`config.mk`:
```
export PLATFORM = sky130hd
export DESIGN_NAME = sdram_sched
export DESIGN_NICKNAME = d
export VERILOG_FILES = /design/src/rtl/sdram_sched.sv
export SDC_FILE = /design/constraint.sdc
export NUM_CORES = 1
export LEC_CHECK = 0
export BUFFER_PORTS_ARGS = -buffer_cell sky130_fd_sc_hd__buf_2
export CAP_MARGIN = 40
export CORE_MARGIN = 1.5
export CORE_UTILIZATION = 30
export CTS_BUF_LIST = sky130_fd_sc_hd__clkbuf_8
export DETAILED_ROUTE_END_ITERATION = 8
export SYNTH_ARGS = -nofsm -noshare
export SYNTH_HDL_FRONTEND = slang
export SYNTH_SLANG_ARGS = --single-unit
```
`constraint.sdc`:
```
create_clock -name C25M -period 2.8 [get_ports C25M]
set_input_delay 0.56 -clock C25M [delete_from_list [all_inputs] [get_ports C25M]]
set_output_delay 0.56 -clock C25M [all_outputs]
set_load 0.01 [all_outputs]
```
`src/rtl/sdram_sched.sv`:
```
// SDRAM power-up initialiser and auto-refresh scheduler.
// Arbitrates the command bus between refresh debt and the access sequencer.
module sdram_sched #(
    parameter int         INIT_WAIT    = 2500,
    parameter int         INIT_REFS    = 8,
    parameter int         REF_INTERVAL = 195,
    parameter int         MAX_DEBT     = 8,
    parameter int         TRP          = 1,
    parameter int         TRFC         = 2,
    parameter int         TMRD         = 2,
    parameter logic [12:0] MODE        = 13'h020
) (
    input  logic        C25M,
    input  logic        RES,
    input  logic        BusReq,
    input  logic        BusDone,
    output logic        BusGnt,
    output logic        Ready,
    output logic        CmdOE,
    output logic        RCKE,
    output logic        nRCS,
    output logic        nRAS,
    output logic        nCAS,
    output logic        nSWE,
    output logic [1:0]  SBA,
    output logic [12:0] SA,
    output logic        Overrun
);

    localparam int CW = $clog2(INIT_WAIT + 1);
    localparam int RW = $clog2(INIT_REFS + 1);
    localparam int TW = $clog2(REF_INTERVAL);

    localparam logic [3:0] CMD_NOP = 4'b1111;
    localparam logic [3:0] CMD_PRE = 4'b0010;
    localparam logic [3:0] CMD_REF = 4'b0001;
    localparam logic [3:0] CMD_MRS = 4'b0000;

    localparam logic [3:0] DMAX = 4'(MAX_DEBT);

    typedef enum logic [2:0] {
        sWait,
        sPre,
        sIref,
        sMrs,
        sIdle,
        sRefw,
        sBus
    } stateT;

    stateT         state;
    stateT         stateNxt;
    logic [CW-1:0] cnt;
    logic [CW-1:0] cntNxt;
    logic [RW-1:0] refCnt;
    logic [RW-1:0] refCntNxt;
    logic [TW-1:0] timer;
    logic [3:0]    debt;

    logic [3:0]    cmdNxt;
    logic [12:0]   saNxt;
    logic          gntNxt;
    logic          oeNxt;
    logic          readyNxt;
    logic          arefNow;
    logic          tick;

    assign tick = Ready && (timer == TW'(REF_INTERVAL - 1));

    // Each command is emitted on the edge that enters its state; the state
    // then counts its trailing NOPs and emits the following command itself.
    always_comb begin
        stateNxt  = state;
        cntNxt    = cnt;
        refCntNxt = refCnt;
        cmdNxt    = CMD_NOP;
        saNxt     = '0;
        gntNxt    = 1'b0;
        oeNxt     = 1'b1;
        readyNxt  = Ready;
        arefNow   = 1'b0;
        unique case (state)
            sWait: begin
                if (cnt == CW'(INIT_WAIT - 1)) begin
                    stateNxt = sPre;
                    cntNxt   = '0;
                    cmdNxt   = CMD_PRE;
                    saNxt    = 13'h0400;
                end else begin
                    cntNxt = cnt + 1'b1;
                end
            end
            sPre: begin
                if (cnt == CW'(TRP)) begin
                    stateNxt  = sIref;
                    cntNxt    = '0;
                    cmdNxt    = CMD_REF;
                    refCntNxt = RW'(1);
                end else begin
                    cntNxt = cnt + 1'b1;
                end
            end
            sIref: begin
                if (cnt == CW'(TRFC)) begin
                    cntNxt = '0;
                    if (refCnt == RW'(INIT_REFS)) begin
                        stateNxt = sMrs;
                        cmdNxt   = CMD_MRS;
                        saNxt    = MODE;
                    end else begin
                        cmdNxt    = CMD_REF;
                        refCntNxt = refCnt + 1'b1;
                    end
                end else begin
                    cntNxt = cnt + 1'b1;
                end
            end
            sMrs: begin
                if (cnt == CW'(TMRD)) begin
                    stateNxt = sIdle;
                    cntNxt   = '0;
                    readyNxt = 1'b1;
                end else begin
                    cntNxt = cnt + 1'b1;
                end
            end
            sIdle: begin
                // The sequencer wins unless debt is saturated.
                if (BusReq && (debt < DMAX)) begin
                    stateNxt = sBus;
                    gntNxt   = 1'b1;
                    oeNxt    = 1'b0;
                end else if (debt != 4'd0) begin
                    stateNxt = sRefw;
                    cntNxt   = '0;
                    cmdNxt   = CMD_REF;
                    arefNow  = 1'b1;
                end
            end
            sRefw: begin
                if (cnt == CW'(TRFC - 1)) begin
                    stateNxt = sIdle;
                    cntNxt   = '0;
                end else begin
                    cntNxt = cnt + 1'b1;
                end
            end
            sBus: begin
                if (BusDone) begin
                    stateNxt = sIdle;
                end else begin
                    gntNxt = 1'b1;
                    oeNxt  = 1'b0;
                end
            end
            default: begin
                stateNxt = sWait;
                cntNxt   = '0;
            end
        endcase
    end

    always_ff @(posedge C25M or posedge RES) begin
        if (RES) begin
            state   <= sWait;
            cnt     <= '0;
            refCnt  <= '0;
            BusGnt  <= 1'b0;
            Ready   <= 1'b0;
            CmdOE   <= 1'b1;
            RCKE    <= 1'b0;
            nRCS    <= 1'b1;
            nRAS    <= 1'b1;
            nCAS    <= 1'b1;
            nSWE    <= 1'b1;
            SBA     <= 2'b00;
            SA      <= '0;
        end else begin
            state   <= stateNxt;
            cnt     <= cntNxt;
            refCnt  <= refCntNxt;
            BusGnt  <= gntNxt;
            Ready   <= readyNxt;
            CmdOE   <= oeNxt;
            RCKE    <= 1'b1;
            {nRCS, nRAS, nCAS, nSWE} <= cmdNxt;
            SBA     <= 2'b00;
            SA      <= saNxt;
        end
    end

    // Timer only runs once init is done, so its first wrap lands
    // REF_INTERVAL cycles after IDLE entry.
    always_ff @(posedge C25M or posedge RES) begin
        if (RES) begin
            timer   <= '0;
            debt    <= 4'd0;
            Overrun <= 1'b0;
        end else begin
            if (!Ready || tick) begin
                timer <= '0;
            end else begin
                timer <= timer + 1'b1;
            end
            unique case ({tick, arefNow})
                2'b10: begin
                    if (debt == DMAX) begin
                        Overrun <= 1'b1;
                    end else begin
                        debt <= debt + 4'd1;
                    end
                end
                2'b01:   debt <= debt - 4'd1;
                default: debt <= debt;
            endcase
        end
    end

endmodule

```
==> run_results.csv, run 1 <==
group,metric,value,unit
setup_path,r2r_slack,0.59,ns
clock_network,cts_buffers,5,
global_routing,met1_usage,0.150,
die,dieArea,8400,um2
routing,viasPerCell,4.84,
power_and_ir_drop,cellPowerDensity,440,nW/um2
timing,max_freq,453,MHz
logic_synthesis,avgSynthCellArea,9.21,um2
setup_path,max_stage_delay,0.55,ns
die,io_pins,28,
setup_path,reg2reg_from,"debt[0]$_DFFE_PP0P_",
clock_network,cts_setup_buffers,0,
timing,rsz0062_at_grt,"false",
finish,drive_above_1_share,0.140,
clock_network,cts_tree,"done",
routing,post_drt_wl_per_cell,11.5,um
setup_path,critical_path.top_delay_family,"simple AND/OR/NAND/NOR gates",
power_and_ir_drop,pwr-share-comb,0.110,
setup_path,cp.required,2.98,ns
clock_network,clk_latency,0.29,ns
timing,tightest_slew,0.515,ns
global_routing,grt_pass1_vias,1700,
power_and_ir_drop,clock_power_share,0.345,
setup_path,cp_num_buf_inv,0,
global_routing,grt.overflow.total,0,
setup_path,critPathKind,"reg -> reg",
place,dpl.hpwl,3100,um
clock_network,cts_root_buffer,"clkbuf_8",
power_and_ir_drop,intPower,0.846,mW
timing,drv_slew,0,
timing,setup_viol,0,
clock_network,cts_hold_buf,0,
clock_network,cts-htree-levels,2,
logic_synthesis,syn_area,2360,um2
global_routing,grt_use_total,0.113,
global_routing,grt_use_met3,0.0249,
power_and_ir_drop,leakagePower,1.15,nW
setup_path,slowest_stage,"or4_1",
clock_network,post_cts_resized,0,
outcome,status,"finished, final reports clean",
logic_synthesis,seq_area_frac_synth,0.437,
setup_path,path_max_fanout,5,
die,die_x,91.7,um
global_routing,grt_max_degree,42,
finish,final_util,0.336,
place,io_buffer_count,14,
global_routing,use_met2,0.177,
routing,drc,0,
routing,drtIter0Drc,92,
logic_synthesis,yosysUniqueCellTypes,50,
logic_synthesis,synth.ff_latch_count,41,
power_and_ir_drop,ir_worst_vdd,0.207,mV
power_and_ir_drop,p_seq_frac,0.545,
routing,num_vias,1809,
timing,relSlewSlack,0.657,
timing,tns,0,ns
clock_network,clk_pin_slew,0.07,ns
power_and_ir_drop,p_sw_frac,0.256,
job,max_cap_violations,0,
timing,final_hold_viol_count,0,
routing,wirelength,4310,um
power_and_ir_drop,p_sw,0.291,mW
place,gp_congestion,0.846,
finish,area_delta_synth_final,9.50,%
routing,dr.pass1.iters,4,
setup_path,cp.arrival,2.39,ns
timing,post-route-period-util,0.789,
clock_network,cts_buffer_depth,2,
setup_path,crit_start,"debt[0]$_DFFE_PP0P_",
die,die_h,91.7,um
routing,antenna_left,0,
finish,fin_nets,284,
timing,layout_min_cycle_time,2.21,ns
clock_network,cts.sinks,41,
global_routing,grt_pass1_wl,7670,um
die,core_area,7690,um2
worst_hold_path,worst_hold_path_type,"in -> async",
die,initial_utilization,0.307,
finish,diodes,0,
setup_path,setup.worst_path.start_class,"register",
global_routing,antenna_found_initial,0,
timing,clock_skew,0.00223,ns
logic_synthesis,async_flop_share,1.00,
global_routing,top_usage_layer,"met2",
logic_synthesis,synth_ff_type,"dfrtp_1",
logic_synthesis,synthCells,256,
power_and_ir_drop,power,1.14,mW
logic_synthesis,synth-edff-count,0,
die,num_rows,32,
logic_synthesis,ys_warn_count,0,
setup_path,crit_chain,"or4_1 > and4_1 > or2_1 > o21ai_1 > mux2_2",
setup_path,end_kind,"register",
-- power by group through the flow --
| stage | Clock [mW] | Sequential [mW] | Combinational (mW) |
|---|---|---|---|
| after global routing | 0.435 | 0.622 | 0.143 |
| final | 0.392 | 0.619 | 0.125 |
| after CTS | 0.411 | 0.619 | 0.126 |
| after detailed placement | 0 | 0.631 | 0.125 |
| after floorplan | 0 | 0.625 | 0.111 |
| after global placement | 0 | 0.630 | 0.124 |
-- Yosys cell counts, types with 4 or more instances --
master,instances,area [um2]
dfrtp_1,37,926
nand2_1,21,78.8
nor2_1,18,67.6
nand3_1,16,80.1
inv_1,15,56.3
o21ai_0,15,75.1
a21oi_1,14,70.1
buf_4,14,105
or3_1,10,62.6
ha_1,8,100
xor2_1,8,70.1
nand2b_1,7,43.8
and3_1,4,25.0
dfstp_2,4,105
nor3_1,4,20.0
o21bai_1,4,30.0
or2_2,4,25.0
xnor2_1,4,35.0
-- worst min-delay path, stage by stage --
cell and delay (ns):
buf_2 0.10, inv_1 0.04, buf_4 0.43
-- state kept, by name, summed over array words and instances (netlist names), 2 cells and up --
signal / flops
timer: 8
cnt: 12
refCnt: 4
SA: 2
state: 3
debt: 4
-- layout by cell type (no fill, tap or decap), drive strengths merged, types with 2 or more instances in the layout --
cell type	count
dfrtp	37
nand2	21
nor2	18
o21ai	18
nand3	17
buf	17
inv	15
conb	14
a21oi	14
or3	11
xor2	8
ha	8
nand2b	7
clkbuf	6
or2	5
dfstp	4
nor3	4
and3	4
xnor2	4
o21bai	4
or4	3
nor2b	3
nand4	3
nor4	3
and4	2
a21o	2
o2bb2ai	2
-- metal layers --
metal / share of wire / up-vias
met5: 0 / -
met4: 0.019 / 0
met3: 0.038 / 11
met2: 0.45 / 51
met1: 0.50 / 850
li1: - / 897
-- final timing paths --
path | endpoint | cells after the start
min reg2reg | Overrun$_DFFE_PP0P_ | 1
max in group asynchronous | nCAS$_DFF_PP1_ | 3
max reg2reg | debt[1]$_DFFE_PP0P_ | 5
min in group C25M | Overrun$_DFFE_PP0P_ | 1
min | SA[10]$_DFF_PP0_ | 3
max | debt[1]$_DFFE_PP0P_ | 5
-- metrics by stage --
step | setup slack [ns] | area [um2] | hold WS [ns] | cells
after floorplan | 0.697 | 2400 | 0.469 | 268
after global placement | 0.641 | 2490 | 0.482 | 367
after detailed placement | 0.609 | 2490 | 0.472 | 367
after CTS | 0.595 | 2580 | 0.407 | 374
after global routing | 0.408 | 2580 | 0.445 | 374
final | 0.590 | 2580 | 0.390 | 374
-- final cells by class --
cell class / instances / area, um2
timing repair buffer: 17 / 92.6
sequential: 41 / 1030
tap: 102 / 128
fill: 812 / 5100
multi-input combinational: 192 / 1180
inverter: 15 / 56.3
clock inverter: 1 / 7.51
clock buffer: 6 / 82.6
-- logic make-up (layout without fill, tap and decap cells) --
| family | count (synthesis) | count (layout) | synth area share |
|---|---|---|---|
| flip-flops | 41 | 41 | 0.437 |
| XOR/XNOR | 12 | 12 | 0.0446 |
| buffers and inverters | 35 | 39 | 0.0796 |
| adder cells (fa/ha/maj) | 8 | 8 | 0.0424 |
| other | 2 | 14 | 0.00318 |
| multiplexers | 2 | 2 | 0.00902 |
| AO/OA/AOI/OAI | 48 | 48 | 0.123 |
| AND/OR/NAND/NOR | 108 | 108 | 0.262 |
No activity file was read; power rests on OpenSTA's default activity.
==> run 2: changes to the inputs <==
- clock period: 2.8 -> 2 ns (I/O delays scaled with it)
==> run 2 against run 1 <==
Compared with the run above:
- the flow now finishes with violations (negative setup slack)
- first-iteration DRC count fell by 22%
- critical path depth rose by 1
- cell count rose by 12%
- die area did not move
- sequential power rose by 38%
- hold slack got worse by 0.16 ns
- core utilization rose by 5.9 points
- via count rose by 6.5%
- flip-flop and latch count did not move
- clock power rose by 53%
- non-clock buffer count rose by 43
- sequential share of layout area fell by 6.0 points
- critical endpoint is now cnt[11]$_DFFE_PP0P_
- highest routed layer unchanged
==> run_results.csv, run 2 (same netlist as run 1, synthesis figures left out) <==
group,metric,value,unit
finish,final_util,0.395,
finish,diodes,0,
global_routing,use_met2,0.218,
timing,rsz0062_at_grt,"true",
place,place_inst,403,
place,io_buffer_count,14,
finish,fillers,782,
outcome,status,"finished with violations",
die,initial_utilization,0.307,
die,die_h,91.7,um
setup_path,crit_start,"cnt[9]$_DFFE_PP0P_",
timing,clock_skew,0.00904,ns
routing,wirelength,5180,um
clock_network,cts-htree-levels,2,
setup_path,rr_endpoint,"cnt[11]$_DFFE_PP0P_",
clock_network,clk_latency,0.30,ns
clock_network,cts.sinks,41,
timing,setup_viol,2,
outcome,violations,"negative setup slack",
setup_path,setup.worst_path.start_class,"register",
finish,reg_top3,"cnt: 12 flops, timer: 8 flops",
finish,area_delta_synth_final,28.8,%
setup_path,max_stage_delay,0.58,ns
setup_path,reg2reg_from,"cnt[9]$_DFFE_PP0P_",
clock_network,cts_tree,"done",
global_routing,grt_pass1_vias,1916,
timing,drv_slew,0,
global_routing,met1_usage,0.174,
setup_path,cp.arrival,2.23,ns
routing,drc,0,
clock_network,cts_buffers,5,
routing,post_drt_wl_per_cell,12.4,um
power_and_ir_drop,ir_worst_vdd,0.192,mV
finish,seq_area,1030,um2
clock_network,cts_hold_buf,0,
timing,layout_min_cycle_time,2.03,ns
timing,relSlewSlack,0.648,
global_routing,top_usage_layer,"met2",
finish,final_cell_mix,"buf_4, dfrtp_1, nand2_1, nor2_1",
clock_network,clk_pin_slew,0.09,ns
global_routing,grt_use_total,0.132,
timing,max_freq,492,MHz
finish,regMostFlops,"cnt",
global_routing,antenna_found_initial,0,
finish,final_common_cell,"buf_4",
global_routing,grt_pass1_wl,8880,um
timing,tightest_slew,0.528,ns
setup_path,crit_chain,"nor4_4 > buf_4 > a41oi_4 > or4_4 > a21oi_2 > o21ai_1",
place,gp_congestion,0.905,
finish,final_cell_area,3040,um2
routing,drtIter0Drc,72,
clock_network,cts_root_buffer,"clkbuf_8",
routing,viasPerCell,4.61,
power_and_ir_drop,leakagePower,1.40,nW
finish,largest_reg_flops,12,
setup_path,critPathKind,"reg -> reg",
finish,drive_above_1_share,0.323,
power_and_ir_drop,cellPowerDensity,564,nW/um2
worst_hold_path,worst_hold_path_type,"in -> async",
die,die_x,91.7,um
job,max_cap_violations,0,
setup_path,cp.required,2.20,ns
routing,antenna_left,0,
setup_path,end_kind,"register",
die,core_area,7690,um2
global_routing,grt.overflow.total,0,
global_routing,grt_max_degree,42,
place,place_area,2780,um2
timing,post-route-period-util,1.02,
die,dieArea,8400,um2
setup_path,slowest_stage,"or4_4",
setup_path,path_max_fanout,5,
place,dpl.hpwl,3700,um
setup_path,r2r_slack,-0.03,ns
finish,fin_nets,327,
timing,final_hold_viol_count,0,
die,io_pins,28,
finish,layoutNonFillerInstCount,418,
global_routing,grt_use_met3,0.0274,
die,num_rows,32,
clock_network,cts_buffer_depth,2,
routing,dr.pass1.iters,4,
finish,multi_input_comb_area,1300,um2
routing,num_vias,1927,
timing,holdWs,0.225,ns
setup_path,rr_worst_depth,6,
timing,postLayoutSetupSlackWorst,-0.0343,ns
==> run 2: cell count changes in the layout (fill, tap and decap cells not counted), moves of 2 or more <==
cell	previous run	this run
or3_4	0	3
buf_4	3	44
or3_1	10	7
o21ai_1	3	8
a21oi_1	14	7
or4_4	0	2
or4_1	3	1
o21ai_0	15	9
a21oi_2	0	7
buf_6	0	2
==> run 2: repair_timing <==
| action | in CTS | in global routing |
|---|---|---|
| pin swaps | 12 | 7 |
| hold endpoints to repair | 0 | 0 |
| endpoints found under the setup margin | 9 | 17 |
| setup buffers | 6 | 1 |
| resized for setup | 11 | 17 |
==> run 2: worst max path at each step <==
stage	to	slack, ns	depth (start not counted)
global placement	state[1]$_DFFE_PP0P_	-0.03	5
CTS	state[1]$_DFFE_PP0P_	-0.007	5
global route	debt[2]$_DFFE_PP0P_	-0.10	9
finish	cnt[11]$_DFFE_PP0P_	-0.03	6
floorplan	state[1]$_DFFE_PP0P_	-0.01	5
detailed placement	cnt[3]$_DFFE_PP0P_	-0.1	5
==> run 2: area by class of cell <==
type,instances,area share
multi-input cells,192,0.429
flip-flops and latches,41,0.339
repair buffers,60,0.139
well taps,102,0.0420
clock buffers,6,0.0272
inverters,15,0.0185
clock inverters,2,0.00453
==> run 2: metrics by stage <==
stage | setup WS (ns) | TNS (ns) | power (mW)
final | -0.0343 | -0.0483 | 1.71
after detailed placement | -0.0958 | -0.514 | 1.10
after CTS | -0.00688 | -0.00688 | 1.71
after global routing | -0.102 | -0.609 | 1.79
after floorplan | -0.0124 | -0.0263 | 1.04
after global placement | -0.0339 | -0.163 | 1.10
==> run 2: worst max-delay path, delay by kind of cell, from the launching register on <==
kind / cells / cell delay (ns)
and+or+nand+nor: 2 / 0.91
DFF: 1 / 0.41
AOI/OAI and AO/OA: 3 / 0.40
buffers and inverters: 1 / 0.21
==> run 2: metal layers <==
layer / up-vias / share of wire
met1: 910 / 0.49
met5: - / 0
li1: 976 / -
met2: 34 / 0.46
met3: 7 / 0.033
met4: 0 / 0.014
==> run 2: power by group <==
group | switching (mW) | internal (mW)
combinational | 0.141 | 0.117
sequential | 0.00957 | 0.846
clock | 0.318 | 0.280
total | 0.469 | 1.24
==> run 3: changes to the inputs <==
- ABC_AREA: default -> 1
==> run 3 against run 2 <==
Compared with the run above:
- sequential power down 3.0%
- count of clock-buffer cells in the layout is 1 lower
- global-route usage fell by 0.97 points
- synthesized cell count rose by 30%
- flip-flop and latch count is the same
- non-clock buffer count fell by 40
- wire length fell by 2.9%
- design area fell by 5.6%
- clock power shrank 13%
- the run now ends clean
- cell count grew 11%
==> run_results.csv, run 3 <==
group,metric,value,unit
global_routing,use_met2,0.216,
finish,drive_above_1_share,0.188,
clock_network,cts_buffer_depth,2,
finish,diodes,0,
timing,post-route-period-util,0.908,
timing,tns,0,ns
timing,layout_min_cycle_time,1.82,ns
timing,drv_slew,0,
setup_path,setup.worst_path.start_class,"register",
power_and_ir_drop,cellPowerDensity,485,nW/um2
setup_path,cp-endpoint,"debt[2]$_DFFE_PP0P_",
finish,largest_reg_flops,12,
logic_synthesis,seq_area_frac_synth,0.397,
finish,multi_input_comb_area,1340,um2
worst_hold_path,worst_hold_path_type,"in -> async",
job,max_cap_violations,0,
global_routing,top_usage_layer,"met2",
finish,layoutNonFillerInstCount,462,
timing,setup_viol,0,
finish,seq_area,1030,um2
place,place_inst,453,
routing,num_vias,2146,
die,io_pins,28,
clock_network,clk_latency,0.30,ns
routing,dr.pass1.iters,4,
setup_path,rr_worst_depth,16,
logic_synthesis,yosysMostFrequentCell,"nand2_1",
setup_path,reg2reg_from,"timer[0]$_DFF_PP0_",
global_routing,grt_pass1_wl,8710,um
routing,viasPerCell,4.65,
timing,rsz0062_at_grt,"false",
setup_path,rr_endpoint,"debt[2]$_DFFE_PP0P_",
die,num_rows,33,
die,dieArea,9220,um2
die,core_area,8300,um2
global_routing,grt.overflow.total,0,
power_and_ir_drop,leakagePower,1.37,nW
global_routing,met1_usage,0.138,
clock_network,clk_pin_slew,0.08,ns
routing,antenna_left,0,
setup_path,path_max_fanout,7,
finish,final_cell_mix,"nand2_1, inv_1, dfrtp_1, nor2_1, nand3_1",
routing,drtIter0Drc,78,
place,place_area,2760,um2
logic_synthesis,netlist_top_cells_area,"dfrtp_1, nand2_1, inv_1",
setup_path,r2r_slack,0.18,ns
clock_network,cts.sinks,41,
logic_synthesis,synth_top_area_frac,0.357,
routing,wirelength,5020,um
logic_synthesis,avgSynthCellArea,7.82,um2
finish,fin_nets,368,
logic_synthesis,netlist_top_cells_count,"nand2_1, inv_1, dfrtp_1",
logic_synthesis,synth_ff_type,"dfrtp_1",
logic_synthesis,syn_area,2590,um2
finish,final_common_cell,"nand2_1",
routing,post_drt_wl_per_cell,10.9,um
timing,clock_skew,0.00724,ns
logic_synthesis,yosysUniqueCellTypes,39,
finish,reg_top3,"cnt: 12 flops, timer: 8 flops",
finish,area_delta_synth_final,10.5,%
global_routing,grt_use_met3,0.0276,
setup_path,crit_start,"timer[0]$_DFF_PP0_",
global_routing,grt_max_degree,23,
logic_synthesis,yosysTopAreaCell,"dfrtp_1",
setup_path,cp.arrival,2.01,ns
setup_path,critPathKind,"reg -> reg",
logic_synthesis,async_flop_share,1.00,
die,die_h,96.0,um
logic_synthesis,ys_warn_count,0,
timing,final_hold_viol_count,0,
power_and_ir_drop,power,1.39,mW
global_routing,grt_use_total,0.123,
die,die_x,96.0,um
logic_synthesis,synth.ff_latch_count,41,
timing,postLayoutSetupSlackWorst,0.185,ns
setup_path,cp.required,2.19,ns
place,dpl.hpwl,3820,um
finish,regMostFlops,"cnt",
logic_synthesis,synthCells,332,
finish,fillers,862,
routing,drc,0,
place,io_buffer_count,14,
clock_network,cts_root_buffer,"clkbuf_8",
power_and_ir_drop,ir_worst_vdd,0.206,mV
global_routing,grt_pass1_vias,1969,
outcome,status,"finished, final reports clean",
logic_synthesis,synth-edff-count,0,
clock_network,cts_tree,"done",
die,initial_utilization,0.313,
setup_path,end_kind,"register",
place,post-place-ws,0.0677,ns
clock_network,cts_buffers,5,
place,gp_congestion,0.882,
global_routing,antenna_found_initial,0,
finish,final_cell_area,2870,um2
timing,max_freq,551,MHz
clock_network,cts-htree-levels,2,
-- run 3: cell types whose count changed after synthesis, moves of 8 or more --
| cell | previous run | this run |
|---|---|---|
| nand2_2 | 0 | 10 |
| nor3_1 | 4 | 12 |
| nand3_1 | 16 | 27 |
| inv_1 | 15 | 38 |
| o21ai_0 | 15 | 1 |
| nand2_1 | 21 | 74 |
| a21oi_1 | 14 | 4 |
| nor2_1 | 18 | 36 |
| or3_1 | 10 | 0 |
-- run 3: cell families (layout without fill, tap and decap cells) --
group / after synthesis / in the layout / synth area share
AO/OA/AOI/OAI: 28 / 28 / 0.0709
XOR/XNOR: 8 / 8 / 0.0270
adder cells (fa/ha/maj): 8 / 8 / 0.0386
buffers and inverters: 60 / 73 / 0.110
flip-flops: 41 / 41 / 0.397
other: 2 / 14 / 0.00289
AND/OR/NAND/NOR: 185 / 185 / 0.353
-- run 3: critical path: stages (launching register included) --
cell	delay [ns]
dfrtp_1	0.42
inv_1	0.07
ha_1	0.14
inv_1	0.06
nor2_4	0.14
nand4_4	0.12
nand2_4	0.13
nand2_1	0.06
nand2_1	0.05
inv_1	0.04
ha_1	0.17
inv_1	0.05
nand2_1	0.06
nand2_1	0.07
nand2_1	0.05
nand2_1	0.05
nand2_1	0.04
-- run 3: stage by stage --
stage,hold slack (ns),utilization
6_report,0.133,0.345
5_1_grt,0.168,0.345
4_1_cts,0.138,0.343
3_5_place_dp,0.459,0.333
3_3_place_gp,0.454,0.333
2_1_floorplan,0.475,-
-- run 3: worst min path at each step --
stage	from	to	cells past startpoint
after floorplan	timer[0]$_DFF_PP0_	timer[0]$_DFF_PP0_	1
after global placement	RES	RCKE$_DFF_PP0_	3
after detailed placement	RES	RCKE$_DFF_PP0_	3
after CTS	RES	RCKE$_DFF_PP0_	3
after global routing	RES	RCKE$_DFF_PP0_	3
final	RES	RCKE$_DFF_PP0_	3
-- run 3: where the power goes --
group / switching, mW / total, mW / leakage, nW / internal, mW
logic: 0.0335 / 0.0416 / 0.807 / 0.00805
registers: 0.000173 / 0.830 / 0.511 / 0.830
clock network: 0.287 / 0.520 / 0.0519 / 0.233
total: 0.320 / 1.39 / 1.37 / 1.07
-- run 3: cell type report --
cell class	instances	share of cell area
clock buffer	5	0.0240
sequential	41	0.360
inverter	45	0.0589
tap	105	0.0458
clock inverter	3	0.00393
multi-input combinational	243	0.467
timing repair buffer	20	0.0402
-- run 3: layer usage --
layer	vias to the layer above	share of wire
met2	48	0.50
li1	1094	-
met3	10	0.043
met1	994	0.44
met5	-	0
met4	0	0.022
-- run 3: what timing repair did --
item	4_1_cts	5_1_grt
endpoints found under the hold margin	0	0
pin swaps	0	0
hold buffers	0	0
setup buffers	1	0
setup endpoints to repair	1	2
gates resized for setup	0	3
